[config.mk]
export PLATFORM = sky130hd
export DESIGN_NAME = riscv_fetch_unit_flat
export DESIGN_NICKNAME = d
export VERILOG_FILES = /design/src/rtl/riscv_fetch_unit_pkg.sv /design/src/rtl/riscv_fetch_unit_if.sv /design/src/rtl/riscv_fetch_unit_fetch_fifo.sv /design/src/rtl/riscv_fetch_unit.sv /design/src/flat_wrapper.sv
export SDC_FILE = /design/constraint.sdc
export NUM_CORES = 1
export LEC_CHECK = 0
export ABC_CLOCK_PERIOD_IN_PS = 7200
export CORE_MARGIN = 1
export CORE_UTILIZATION = 35
export CTS_BUF_LIST = sky130_fd_sc_hd__clkbuf_16
export DETAILED_ROUTE_END_ITERATION = 7
export GPL_TIMING_DRIVEN = 0
export MAX_ROUTING_LAYER = met4
export PLACE_DENSITY = 0.67
export RECOVER_POWER = 50
export SETUP_SLACK_MARGIN = 0.2
export SLEW_MARGIN = 20
export SYNTH_ARGS = -nofsm -noshare
export SYNTH_HDL_FRONTEND = slang
export SYNTH_SLANG_ARGS = --single-unit
[constraint.sdc]
create_clock -name clk -period 7.2 [get_ports clk]
set_clock_uncertainty 0.15 [all_clocks]
set_input_delay 0.72 -clock clk [delete_from_list [all_inputs] [get_ports clk]]
set_output_delay 0.72 -clock clk [all_outputs]
set_load 0.005 [all_outputs]
[src/rtl/riscv_fetch_unit_pkg.sv]
// rtl/riscv_fetch_unit_pkg.sv - shared constants for the riscv_fetch_unit slice
package riscv_fetch_unit_pkg;

  localparam int          XLEN_DEFAULT = 32;
  localparam int          ILEN_DEFAULT = 32;
  localparam logic [31:0] PC_RESET     = 32'h0000_2000;
  localparam logic [31:0] INST_NOP     = 32'h0000_0013;

  localparam int ENTRY_PC_W   = XLEN_DEFAULT;
  localparam int ENTRY_INST_W = ILEN_DEFAULT;
  localparam int ENTRY_W      = ENTRY_PC_W + ENTRY_INST_W;

endpackage

[src/rtl/riscv_fetch_unit_if.sv]
// rtl/riscv_fetch_unit_if.sv - icache and decode-side signals of the fetch unit
interface riscv_fetch_unit_if #(
  parameter int XLEN = riscv_fetch_unit_pkg::XLEN_DEFAULT,
  parameter int ILEN = riscv_fetch_unit_pkg::ILEN_DEFAULT
) ();

  logic [XLEN-1:0] icache_addr;
  logic            icache_re;
  logic [ILEN-1:0] icache_dout;
  logic            stall;
  logic            redirect_valid;
  logic [XLEN-1:0] redirect_pc;
  logic            inst_valid;
  logic [ILEN-1:0] inst;
  logic [XLEN-1:0] inst_pc;
  logic            inst_ready;

  modport master (
    output icache_addr, icache_re, inst_valid, inst, inst_pc,
    input  icache_dout, stall, redirect_valid, redirect_pc, inst_ready
  );

  modport slave (
    input  icache_addr, icache_re, inst_valid, inst, inst_pc,
    output icache_dout, stall, redirect_valid, redirect_pc, inst_ready
  );

endinterface

[src/rtl/riscv_fetch_unit_fetch_fifo.sv]
// rtl/riscv_fetch_unit_fetch_fifo.sv - fetch buffer FIFO with synchronous flush and count
module riscv_fetch_unit_fetch_fifo #(
  parameter  int WIDTH = 64,
  parameter  int DEPTH = 2,
  localparam int CW    = $clog2(DEPTH + 1),
  localparam int PW    = (DEPTH > 1) ? $clog2(DEPTH) : 1
) (
  input  logic             clk,
  input  logic             reset,
  input  logic             flush,
  input  logic             push,
  input  logic [WIDTH-1:0] push_data,
  input  logic             pop,
  output logic [WIDTH-1:0] head,
  output logic [CW-1:0]    count
);

  logic [WIDTH-1:0] mem_q [DEPTH];
  logic [WIDTH-1:0] mem_d [DEPTH];
  logic [PW-1:0]    rd_ptr_q, rd_ptr_d;
  logic [PW-1:0]    wr_ptr_q, wr_ptr_d;
  logic [CW-1:0]    count_q, count_d;

  function automatic logic [PW-1:0] ptr_inc(input logic [PW-1:0] p);
    return (p == PW'(DEPTH - 1)) ? '0 : p + PW'(1);
  endfunction

  always_comb begin
    mem_d    = mem_q;
    rd_ptr_d = rd_ptr_q;
    wr_ptr_d = wr_ptr_q;
    count_d  = count_q;
    if (flush) begin
      rd_ptr_d = '0;
      wr_ptr_d = '0;
      count_d  = '0;
    end else begin
      if (push) begin
        mem_d[wr_ptr_q] = push_data;
        wr_ptr_d        = ptr_inc(wr_ptr_q);
      end
      if (pop) begin
        rd_ptr_d = ptr_inc(rd_ptr_q);
      end
      count_d = count_q + CW'(push) - CW'(pop);
    end
  end

  always_ff @(posedge clk or posedge reset) begin
    if (reset) begin
      for (int i = 0; i < DEPTH; i++) begin
        mem_q[i] <= '0;
      end
      rd_ptr_q <= '0;
      wr_ptr_q <= '0;
      count_q  <= '0;
    end else begin
      mem_q    <= mem_d;
      rd_ptr_q <= rd_ptr_d;
      wr_ptr_q <= wr_ptr_d;
      count_q  <= count_d;
    end
  end

  assign head  = mem_q[rd_ptr_q];
  assign count = count_q;

endmodule

[src/rtl/riscv_fetch_unit.sv]
// rtl/riscv_fetch_unit.sv - PC generator, icache request tracker and fetch buffer
// Optional same-cycle response bypass to decode: FETCH_BYPASS_EN
module riscv_fetch_unit
  import riscv_fetch_unit_pkg::*;
#(
  parameter int              XLEN       = XLEN_DEFAULT,
  parameter int              ILEN       = ILEN_DEFAULT,
  parameter logic [XLEN-1:0] RESET_PC   = XLEN'(PC_RESET),
  parameter int              FIFO_DEPTH = 2
) (
  input logic                clk,
  input logic                reset,
  riscv_fetch_unit_if.master bus
);

  localparam int CW = $clog2(FIFO_DEPTH + 1);
  localparam int EW = XLEN + ILEN;

  logic [XLEN-1:0] fetch_pc_q, fetch_pc_d;
  logic [XLEN-1:0] req_pc_q, req_pc_d;
  logic            outstanding_q, outstanding_d;
  logic            kill_q, kill_d;

  logic [CW-1:0]   fifo_count;
  logic [EW-1:0]   fifo_head;
  logic            fifo_empty, fifo_push, fifo_pop;
  logic            deq, accept, resp, resp_live;
  logic [CW:0]     occupancy;

  assign resp       = outstanding_q & ~bus.stall;
  assign resp_live  = resp & ~kill_q & ~bus.redirect_valid;
  assign fifo_empty = (fifo_count == '0);
  assign deq        = bus.inst_valid & bus.inst_ready;

`ifdef FETCH_BYPASS_EN
  logic bypass;
  // Empty buffer: the returning word goes straight to decode and is only stored if decode stalls.
  assign bypass         = fifo_empty & resp_live;
  assign bus.inst_valid = ~bus.redirect_valid & (~fifo_empty | bypass);
  assign bus.inst       = bypass ? bus.icache_dout : fifo_head[ILEN-1:0];
  assign bus.inst_pc    = bypass ? req_pc_q : fifo_head[EW-1:ILEN];
  assign fifo_pop       = deq & ~fifo_empty;
  assign fifo_push      = resp_live & ~(bypass & bus.inst_ready);
`else
  assign bus.inst_valid = ~bus.redirect_valid & ~fifo_empty;
  assign bus.inst       = fifo_head[ILEN-1:0];
  assign bus.inst_pc    = fifo_head[EW-1:ILEN];
  assign fifo_pop       = deq;
  assign fifo_push      = resp_live;
`endif

  // In-flight request reserves a slot so its data always has somewhere to land.
  assign occupancy     = (CW+1)'(fifo_count) + (CW+1)'(outstanding_q) - (CW+1)'(deq);
  assign bus.icache_re = ~reset & ~bus.redirect_valid & (occupancy < (CW+1)'(FIFO_DEPTH));
  assign bus.icache_addr = fetch_pc_q;
  assign accept        = bus.icache_re & ~bus.stall;

  always_comb begin
    fetch_pc_d    = fetch_pc_q;
    req_pc_d      = req_pc_q;
    outstanding_d = outstanding_q;
    kill_d        = kill_q;
    if (bus.redirect_valid) begin
      fetch_pc_d    = {bus.redirect_pc[XLEN-1:2], 2'b00};
      outstanding_d = outstanding_q & bus.stall;
      kill_d        = outstanding_q & bus.stall;
    end else begin
      if (resp) begin
        outstanding_d = 1'b0;
        kill_d        = 1'b0;
      end
      if (accept) begin
        outstanding_d = 1'b1;
        req_pc_d      = fetch_pc_q;
        fetch_pc_d    = fetch_pc_q + XLEN'(4);
      end
    end
  end

  always_ff @(posedge clk or posedge reset) begin
    if (reset) begin
      fetch_pc_q    <= RESET_PC;
      req_pc_q      <= '0;
      outstanding_q <= 1'b0;
      kill_q        <= 1'b0;
    end else begin
      fetch_pc_q    <= fetch_pc_d;
      req_pc_q      <= req_pc_d;
      outstanding_q <= outstanding_d;
      kill_q        <= kill_d;
    end
  end

  riscv_fetch_unit_fetch_fifo #(
    .WIDTH (EW),
    .DEPTH (FIFO_DEPTH)
  ) u_fetch_fifo (
    .clk       (clk),
    .reset     (reset),
    .flush     (bus.redirect_valid),
    .push      (fifo_push),
    .push_data ({req_pc_q, bus.icache_dout}),
    .pop       (fifo_pop),
    .head      (fifo_head),
    .count     (fifo_count)
  );

endmodule

[src/flat_wrapper.sv]
// flat-port wrapper written by rule: the top's interface ports become plain ports
module riscv_fetch_unit_flat import riscv_fetch_unit_pkg::*;
#(
  parameter int              XLEN       = XLEN_DEFAULT,
  parameter int              ILEN       = ILEN_DEFAULT,
  parameter logic [XLEN-1:0] RESET_PC   = XLEN'(PC_RESET),
  parameter int              FIFO_DEPTH = 2
)
  (clk, reset, bus_icache_addr, bus_icache_re, bus_inst_valid, bus_inst, bus_inst_pc, bus_icache_dout, bus_stall, bus_redirect_valid, bus_redirect_pc, bus_inst_ready);
  riscv_fetch_unit_if #(.XLEN(XLEN), .ILEN(ILEN)) bus_i ();
  input logic clk;
  input logic reset;
  output wire logic [$bits(bus_i.icache_addr)-1:0] bus_icache_addr;
  output wire logic [$bits(bus_i.icache_re)-1:0] bus_icache_re;
  output wire logic [$bits(bus_i.inst_valid)-1:0] bus_inst_valid;
  output wire logic [$bits(bus_i.inst)-1:0] bus_inst;
  output wire logic [$bits(bus_i.inst_pc)-1:0] bus_inst_pc;
  input wire logic [$bits(bus_i.icache_dout)-1:0] bus_icache_dout;
  input wire logic [$bits(bus_i.stall)-1:0] bus_stall;
  input wire logic [$bits(bus_i.redirect_valid)-1:0] bus_redirect_valid;
  input wire logic [$bits(bus_i.redirect_pc)-1:0] bus_redirect_pc;
  input wire logic [$bits(bus_i.inst_ready)-1:0] bus_inst_ready;
  assign bus_icache_addr = bus_i.icache_addr;
  assign bus_icache_re = bus_i.icache_re;
  assign bus_inst_valid = bus_i.inst_valid;
  assign bus_inst = bus_i.inst;
  assign bus_inst_pc = bus_i.inst_pc;
  assign bus_i.icache_dout = bus_icache_dout;
  assign bus_i.stall = bus_stall;
  assign bus_i.redirect_valid = bus_redirect_valid;
  assign bus_i.redirect_pc = bus_redirect_pc;
  assign bus_i.inst_ready = bus_inst_ready;
  riscv_fetch_unit #(.XLEN(XLEN), .ILEN(ILEN), .RESET_PC(RESET_PC), .FIFO_DEPTH(FIFO_DEPTH)) u_core (.clk(clk), .reset(reset), .bus(bus_i));
endmodule
# Word level (Yosys, flattened, before mapping)
# Index checks and enable logic that the tools add are counted.
# totals
regBits	198
rom_bits	0
latchBits	0
output_inout_bits	98
ramBits	0
mem_count	0
# classes
eq_ne	0
reduce_logical	9
div_mod_pow	0
mul	0
bitwise	16
add_sub_neg	7
muxes	19
order_cmp	4
shift	0
# op_table
operator	n
2-to-1 mux 64 bit	4
bitwise mux 128 bit	1
demux 64 bit (select 1 bit)	1
2-to-1 mux 32 bit	2
adder 32 x 3 -> 32 bit, second input constant	1
2-to-1 mux 1 bit	10
bitwise AND 1 bit	9
nonzero test 2 bit	4
inverter 1 bit	5
greater-or-equal comparator 2 bit, second input constant	2
inverter 1 -> 2 bit	2
AND reduction 2 bit	2
adder 2 x 1 -> 3 bit	1
< comparator 3 x 2 -> 1 bit, second input constant	1
nonzero test 3 bit	1
subtractor 3 x 1 -> 3 bit	1
adder 1 bit, second input constant	2
adder 2 x 1 -> 2 bit	1
zero test 2 bit	1
< comparator 2 x 1 -> 1 bit, second input constant	1
2-to-1 mux 2 bit	1
subtractor 2 x 1 -> 2 bit	1
logical AND 1 bit	1

# Logic depth before layout (Yosys ltp)
# Gate-level depths: netlist of the first run.
# logic_depth
depth_word	10
ltp_mapped	13

# Cells and area by module
# From an unflattened synthesis of the first run, not the netlist that was laid out.
# unflattened
cells_unflattened	733
area_unflattened_um2	9202.6
# modules_own_cells
mod	area_per_inst_um2	cells_per_inst	instances
riscv_fetch_unit_fetch_fifo	6052.1	359	1
riscv_fetch_unit	3150.5	374	1

# Worst setup path before layout of the first run
# Ideal clock, no wire load.
# synth_timing
path_type	input to register
from	input bus_redirect_valid
to	register u_core.fetch_pc_q[17] (netlist: u_core.bus.icache_addr[17])
slack_ps	3775
arrival_time_ps	3141
n_path_buf	3
setup_time_ps	133
stages	13
path_cell_list	clkbuf_1 nor2_1 and2_1 ha_1 nand2b_1 fa_1 nor2b_1 and3_1 buf_2 buf_4 nand4_1 nand3_1 o211ai_1
# synth_via
elab_chain_len	8
elab_cells_between_ends	10
classes_between	add/sub: 1; order compare: 1; mux: 1; bitwise: 6; reduce/logical: 1
# synth_rtl
item	line_no	text
from (decl)	flat_wrapper.sv:20	input wire logic [$bits(bus_i.redirect_valid)-1:0] bus_redirect_valid;
inverter 1 bit (no source line)	--	
bitwise AND 1 bit	riscv_fetch_unit.sv:45	assign bus.inst_valid = ~bus.redirect_valid & ~fifo_empty;
net bus_inst_valid	flat_wrapper.sv:15	output wire logic [$bits(bus_i.inst_valid)-1:0] bus_inst_valid;
bitwise AND 1 bit	riscv_fetch_unit.sv:33	assign deq = bus.inst_valid & bus.inst_ready;
subtractor 3 x 1 -> 3 bit	riscv_fetch_unit.sv:53	assign occupancy = (CW+1)'(fifo_count) + (CW+1)'(outstanding_q) - (CW+1)'(deq);
< comparator 3 x 2 -> 1 bit	riscv_fetch_unit.sv:54	assign bus.icache_re = ~reset & ~bus.redirect_valid & (occupancy < (CW+1)'(FIFO_DEPTH));
bitwise AND 1 bit	riscv_fetch_unit.sv:54	
bitwise AND 1 bit	riscv_fetch_unit.sv:56	assign accept = bus.icache_re & ~bus.stall;
nonzero test 2 bit (no source line)	--	
to (signal assigned)	riscv_fetch_unit.sv:87	fetch_pc_q <= fetch_pc_d;
to (decl)	riscv_fetch_unit.sv:19	logic [XLEN-1:0] fetch_pc_q, fetch_pc_d;
# The timed path passes the listed nets, and every way through them passes these cells.
# A chain may end at the register's enable or synchronous reset.

# Worst setup path in the final report of the first run
# layout_timing
from	input bus_redirect_valid
to	output bus_icache_re
# layout_via
elab_chain_len	6
elab_cells_between_ends	7
classes_between	add/sub: 1; order compare: 1; bitwise: 5
# layout_rtl
item	line_no	text
inverter 1 bit (no source line) (*)	--	
bitwise AND 1 bit	riscv_fetch_unit.sv:45	
bitwise AND 1 bit	riscv_fetch_unit.sv:33	
subtractor 3 x 1 -> 3 bit	riscv_fetch_unit.sv:53	
< comparator 3 x 2 -> 1 bit	riscv_fetch_unit.sv:54	
bitwise AND 1 bit (*)	riscv_fetch_unit.sv:54	
to (decl)	flat_wrapper.sv:14	output wire logic [$bits(bus_i.icache_re)-1:0] bus_icache_re;
# Every way passes the cells marked *; elsewhere a longest branch is shown, timed or not.

==> results of run 1 <==
==> cell families after synthesis <==
logic type | after synthesis
AO/OA/AOI/OAI | 55
XOR/XNOR | 4
adder cells (fa/ha/maj) | 5
buffers and inverters | 49
flip-flops | 190
multiplexers | 187
other | 1
AND/OR/NAND/NOR | 233
==> sequential cells by signal, summed over array words and instances, names as in the netlist <==
name and cells:
u_core.u_fetch_fifo.count 2, u_core.kill_q 1, u_core.u_fetch_fifo.rd_ptr_q 1, u_core.u_fetch_fifo.mem_q 124
u_core.bus.icache_addr 30, u_core.u_fetch_fifo.wr_ptr_q 1, u_core.req_pc_q 30, u_core.outstanding_q 1
==> stage by stage <==
step                      area, sq um   util
final                           11400  0.468
after global routing            11400  0.468
after CTS                       11400  0.468
after detailed placement        10800  0.443
after global placement          10700  0.440
after floorplan                  8710      -
==> power groups by stage <==
stage,Clock (mW),Combinational (mW),Sequential (mW)
3_3_place_gp,0,0.962,1.49
5_1_grt,1.06,1.04,1.52
4_1_cts,1.02,0.984,1.49
3_5_place_dp,0,0.975,1.50
6_report,0.992,0.959,1.48
2_1_floorplan,0,0.478,1.45
==> worst max-delay path: stages <==
cell and delay [ns]:
clkbuf_1 0.29, nor2_1 0.14, and2_1 0.25, ha_1 0.28, nand2b_1 0.15, fa_1 0.49
nor2b_1 0.26, and3_1 0.24, clkdlybuf4s50_1 0.51
==> path summary, 6_finish.rpt <==
kind                                                            end  slack [ns]  cells after the start
setup / recovery                                      bus_icache_re        2.99                      9
hold / removal                            u_core.kill_q$_DFFE_PP0P_        0.33                      1
setup reg to reg                    u_core.req_pc_q[31]$_DFFE_PP0P_        3.63                     13
hold reg to reg                           u_core.kill_q$_DFFE_PP0P_        0.33                      1
max in group asynchronous  u_core.u_fetch_fifo.mem_q[7]$_DFFE_PP0P_        3.97                      4
min in group asynchronous    u_core.bus.icache_addr[16]$_DFFE_PP0P_        1.42                      2
==> Yosys cell counts (3+ instances only) <==
cell type  count
dfrtp_1      189
mux2_2       183
nand2_1      139
clkbuf_1      24
nand3_1       21
nand4_1       16
buf_2         15
o211ai_1      15
o21ai_0       14
nor2_1        12
and3_1         8
and2_1         6
buf_4          5
nand2b_1       5
o311ai_0       5
a31oi_1        4
and4_1         4
ha_1           4
inv_1          4
a21oi_1        3
mux2_1         3
nand4_2        3
nor2b_1        3
o31ai_1        3
or3_1          3
xnor2_1        3
==> layer usage <==
metal / wire, microns / global-route usage / up-vias
li1: - / - / 2932
met5: 0 / - / -
met2: 9430 / 0.257 / 212
met1: 10300 / 0.246 / 3069
met3: 1070 / 0.0312 / 22
met4: 248 / 0.0529 / 0
==> layout make-up <==
class	instances	share of cell area
sequential	190	0.418
multi-input combinational	488	0.328
timing repair buffer	161	0.145
clock buffer	17	0.0374
tap	324	0.0357
buffer	44	0.0177
clock inverter	12	0.0164
inverter	5	0.00176
==> cells in the final DEF (no fill, tap or decap), types with 4 or more instances in the layout <==
| cell type | n |
|---|---|
| buf_4 | 5 |
| nand3_1 | 21 |
| buf_2 | 14 |
| bufinv_16 | 4 |
| clkbuf_1 | 25 |
| inv_1 | 4 |
| dlygate4sd3_1 | 32 |
| clkdlybuf4s50_1 | 127 |
| and4_1 | 4 |
| clkbuf_16 | 17 |
| and2_1 | 6 |
| ha_1 | 4 |
| conb_1 | 4 |
| nor2_1 | 13 |
| and3_1 | 8 |
| nand2_1 | 139 |
| dfrtp_1 | 189 |
| mux2_2 | 183 |
| nand2b_1 | 5 |
| o311ai_0 | 5 |
| o211ai_1 | 15 |
| o21ai_0 | 14 |
| nand4_1 | 16 |
| a31oi_1 | 4 |
==> results_dict.tcl, run 1 <==
set metrics [dict create \
    cp-end-kind "output port" \
    multi_input_area_sq_um 3730 \
    antenna_found_initial 0 \
    hold_violations 0 \
    clock_sinks 190 \
    synth-simple-area-share 0.130 \
    grt_max_degree 69 \
    dp_cells 1212 \
    synthArstFlopShare 1.00 \
    synth-adder-area-share 0.00806 \
    routed_wl_microns 21000 \
    port_buffers 159 \
    start_util 0.358 \
    synth_top_family_by_area "multiplexers" \
    power.leakage_nw 5.18 \
    ys.warnings.count 0 \
    setup_viol 0 \
    ys.flop_type "dfrtp_1" \
    synth_edf_count 0 \
    place_ws_ns 3.03 \
    synthCells 724 \
    comb_power_share 0.279 \
    peakVddDrop_uv 141 \
    htreeDepth 4 \
    sw_frac_of_total 0.262 \
    seq_area_sq_um 4760 \
    ys_seq_area_frac 0.547 \
    final.period_utilization 0.585 \
    max_cap_viol_count 1 \
    tightest_slew_ns 2.68 \
    dieWidth_microns 160 \
    hp-class "flip-flop to flip-flop" \
    avgSynthCellArea_sq_um 12.0 \
    clkLatencyLatePin_ns 0.42 \
    power_mw 3.44 \
    drive_above_1_share 0.266 \
    clockBufferDepth 2 \
    clk_transition_reported_paths_ns 0.07 \
    cts_tree "done" \
    synth_compound_area_frac 0.0436 \
    drc_errors 0 \
    syn_area_sq_um 8700 \
    p_int_mw 2.54 \
    diodes 0 \
    max_slew_margin -0.797 \
    p_sw_mw 0.900 \
    grt_pass1_vias 6339 \
    dieArea_sq_um 25500 \
    period_minus_slack_ns 4.21 \
    violations "max-capacitance violations, max-slew violations" \
    cp-startpoint "bus_redirect_valid" \
    overflow 0 \
    post-cts-setup-buffers 0 \
    synth_top_area_share 0.544 \
    root_buffer "clkbuf_16" \
    place.gp.congestion 0.885 \
    pwr-share-seq 0.432 \
    synth_cell_types 51 \
    synth_xor_xnor_area_share 0.00403 \
    hpwl_microns 14800 \
    fillCellCount 2264 \
    antenna_left 0 \
    setup_ws_ns 2.99 \
    whs_ns 0.328 \
    grt_pass1_wl_microns 34100 \
    outcome "finished with violations" \
    drv_slew 57 \
    drtIter0Drc 447 \
    ys_ff_latch 190 \
    muxShareOfSynthArea 0.242 \
    crit_fanout 7 \
    timing.rr.start "u_core.u_fetch_fifo.count[1]$_DFF_PP0_" \
    viasPerCell 5.02 \
    tns_ns 0 \
    holdCritStartpoint "u_core.kill_q$_DFFE_PP0P_" \
    p_per_area_nw_per_um2 302 \
    critical_path_required_ns 6.33 \
    ioPinCount 167 \
    grt_use_total 0.175 \
    cts_resized 0 \
    startpoint_type "primary input" \
    final_cell_count_no_fill 1241 \
    vias 6235 \
    yosys-top-cells-area "dfrtp_1, mux2_2, nand2_1, o211ai_1, nand3_1" \
    core_area_sq_um 24300 \
    wl_per_cell_microns 16.9 \
    layout.nets 981 \
    drt_pass1_iterations 5 \
    rows 57 \
    rsz0062_at_grt "false" \
    max_freq_mhz 237 \
    path_class "primary input to output port" \
    clockPowerShare 0.289 \
    holdBufCountCts 0 \
    numCtsBuffers 17 \
    die_height_microns 160 \
    synth_top_cell_by_area "dfrtp_1" \
    syn_to_final_growth_pct 30.7 \
    crit_arrival_ns 3.34 \
]
(Power assumes the default switching activity.)
==> inputs of run 2 (changes only) <==
--- a/config.mk
+++ b/config.mk
@@ -5,7 +5,7 @@
 export SDC_FILE = /design/constraint.sdc
 export NUM_CORES = 1
 export LEC_CHECK = 0
-export ABC_CLOCK_PERIOD_IN_PS = 7200
+export ABC_CLOCK_PERIOD_IN_PS = 4400
 export CORE_MARGIN = 1
 export CORE_UTILIZATION = 35
 export CTS_BUF_LIST = sky130_fd_sc_hd__clkbuf_16
==> constraint.sdc (replaced) <==
create_clock -name clk -period 4.4 [get_ports clk]
set_clock_uncertainty 0.15 [all_clocks]
set_input_delay 0.44 -clock clk [delete_from_list [all_inputs] [get_ports clk]]
set_output_delay 0.44 -clock clk [all_outputs]
set_load 0.005 [all_outputs]
==> results_dict.tcl, run 2 (synthesis gave the netlist of run 1 again) <==
set metrics [dict create \
    period_minus_slack_ns 3.86 \
    vias 6255 \
    syn_to_final_growth_pct 30.5 \
    grt_pass1_vias 6181 \
    worst-path-buf-inv 1 \
    root_buffer "clkbuf_16" \
    ioPinCount 167 \
    final_common_cell "dfrtp_1" \
    port_buffers 159 \
    numCtsBuffers 17 \
    viasPerCell 5.01 \
    drt_pass1_iterations 5 \
    dieWidth_microns 160 \
    startpoint_type "flip-flop" \
    cp_cell_sequence "nor2_1, nor2_1, and2_1, ha_1, nand2b_1, fa_1, nor2b_1, and3_1, clkdlybuf4s50_1" \
    final_cell_mix "dfrtp_1, mux2_2, nand2_1" \
    cp_slowest_stage_delay_ns 0.52 \
    setup_ws_ns 0.537 \
    grt_max_degree 35 \
    clk_transition_reported_paths_ns 0.08 \
    hold_depth 1 \
    tightest_slew_ns 1.79 \
    outcome "finished with violations" \
    timing.rr.start "u_core.u_fetch_fifo.count[1]$_DFF_PP0_" \
    power.leakage_nw 5.17 \
    reg2reg_slack_ns 0.87 \
    min_delay_worst_endpoint "u_core.kill_q$_DFFE_PP0P_" \
    rows 57 \
    drive_above_1_share 0.268 \
    reg2reg_depth 13 \
    place.gp.congestion 0.891 \
    top_register "u_core.u_fetch_fifo.mem_q" \
    cpMaxStageDelayCell "clkdlybuf4s50_1" \
    peakVddDrop_uv 174 \
    cts_tree "done" \
    fillCellCount 2203 \
    max_cap_viol_count 1 \
    seq_area_sq_um 4760 \
    final.period_utilization 0.878 \
    multi_input_area_sq_um 3730 \
    whs_ns 0.323 \
    rsz0062_at_grt "false" \
    violations "max-capacitance violations, max-slew violations" \
    clkLatencyLatePin_ns 0.44 \
    post-cts-setup-buffers 0 \
    dpl_cell_area_sq_um 10800 \
    hold_violations 0 \
    grt_use_total 0.177 \
    htreeDepth 4 \
    setup_viol 0 \
    antenna_left 0 \
    holdCritStartpoint "u_core.kill_q$_DFFE_PP0P_" \
    max_slew_margin -0.192 \
    hpwl_microns 15200 \
    critical_path_required_ns 3.81 \
    layout.nets 985 \
    max_freq_mhz 259 \
    grt_pass1_wl_microns 34600 \
    diodes 0 \
    crit_family "simple AND/OR/NAND/NOR gates" \
    largest_register_ffs 124 \
    crit_fanout 5 \
    crit_arrival_ns 3.27 \
    cp-end-kind "output port" \
    overflow 0 \
    core_area_sq_um 24300 \
    clockBufferDepth 2 \
    dieArea_sq_um 25500 \
    p_per_area_nw_per_um2 483 \
    design_area_sq_um 11400 \
    die_height_microns 160 \
    path_class "flip-flop to output port" \
    routed_wl_microns 21000 \
    drc_errors 0 \
    place_ws_ns 0.684 \
    start_util 0.358 \
    drv_slew 35 \
    regToRegEndpoint "u_core.req_pc_q[31]$_DFFE_PP0P_" \
    drtIter0Drc 290 \
    antenna_found_initial 0 \
    crit_top_cell "nor2_1" \
    wl_per_cell_microns 16.8 \
    holdBufCountCts 0 \
    cts_resized 0 \
    hp-class "flip-flop to flip-flop" \
    clock_sinks 190 \
]
==> run 2: worst max path at each step <==
stage                                                       from                                   endpoint  slack (ns)  cells after the start
after floorplan                               bus_redirect_valid     u_core.bus.icache_addr[17]$_DFFE_PP0P_        1.26                     13
after global placement                                     reset  u_core.u_fetch_fifo.mem_q[20]$_DFFE_PP0P_       -0.26                      2
after detailed placement                          bus_inst_ready            u_core.req_pc_q[31]$_DFFE_PP0P_        0.68                     12
after CTS                 u_core.u_fetch_fifo.count[1]$_DFF_PP0_                              bus_icache_re        0.52                      9
after global routing      u_core.u_fetch_fifo.count[1]$_DFF_PP0_                              bus_icache_re        0.33                      9
final                     u_core.u_fetch_fifo.count[1]$_DFF_PP0_                              bus_icache_re        0.54                      9
==> run 2: layer usage <==
| layer | track usage | up-vias | routed length, microns |
|---|---|---|---|
| met5 | - | - | 0 |
| met4 | 0.0433 | 0 | 241 |
| met3 | 0.0371 | 15 | 1200 |
| met2 | 0.256 | 226 | 9330 |
| met1 | 0.253 | 3074 | 10200 |
| li1 | - | 2940 | - |
==> run 2: stage by stage <==
stage,power (mW),TNS (ns),cells,utilization
2_1_floorplan,3.16,0,727,-
3_3_place_gp,4.02,-45.33,1210,0.440
3_5_place_dp,4.06,0,1216,0.445
4_1_cts,5.58,0,1248,0.469
5_1_grt,5.81,0,1248,0.467
6_report,5.48,0,1248,0.467
==> run 2: cell type report <==
type	instances	share of cell area
multi-input combinational	488	0.328
clock inverter	15	0.0134
inverter	5	0.00176
tap	324	0.0357
timing repair buffer	165	0.147
buffer	44	0.0177
sequential	190	0.419
clock buffer	17	0.0375
==> run 2: where the power goes <==
group	total [mW]	leakage (nW)	internal, mW	switching (mW)
combinational	1.57	2.43	1.04	0.536
clock	1.49	0.278	0.753	0.735
sequential	2.42	2.46	2.16	0.261
==> run 2: worst register-to-register path, delay by kind of cell, from the launching register on <==
family | cells | cell delay, ns
AND/OR/NAND/NOR | 8 | 1.36
adder cells (fa/ha/maj) | 2 | 0.75
buffers and inverters | 3 | 0.76
flip-flops | 1 | 0.47
==> inputs of run 3 (changes only) <==
--- a/config.mk
+++ b/config.mk
@@ -6,7 +6,7 @@
 export NUM_CORES = 1
 export LEC_CHECK = 0
 export ABC_CLOCK_PERIOD_IN_PS = 4400
-export CORE_MARGIN = 1
+export CAP_MARGIN = 5
 export CORE_UTILIZATION = 35
 export CTS_BUF_LIST = sky130_fd_sc_hd__clkbuf_16
 export DETAILED_ROUTE_END_ITERATION = 7
==> results of run 3 <==
No change in the layout: final DEF, timing and power equal those of run 2.
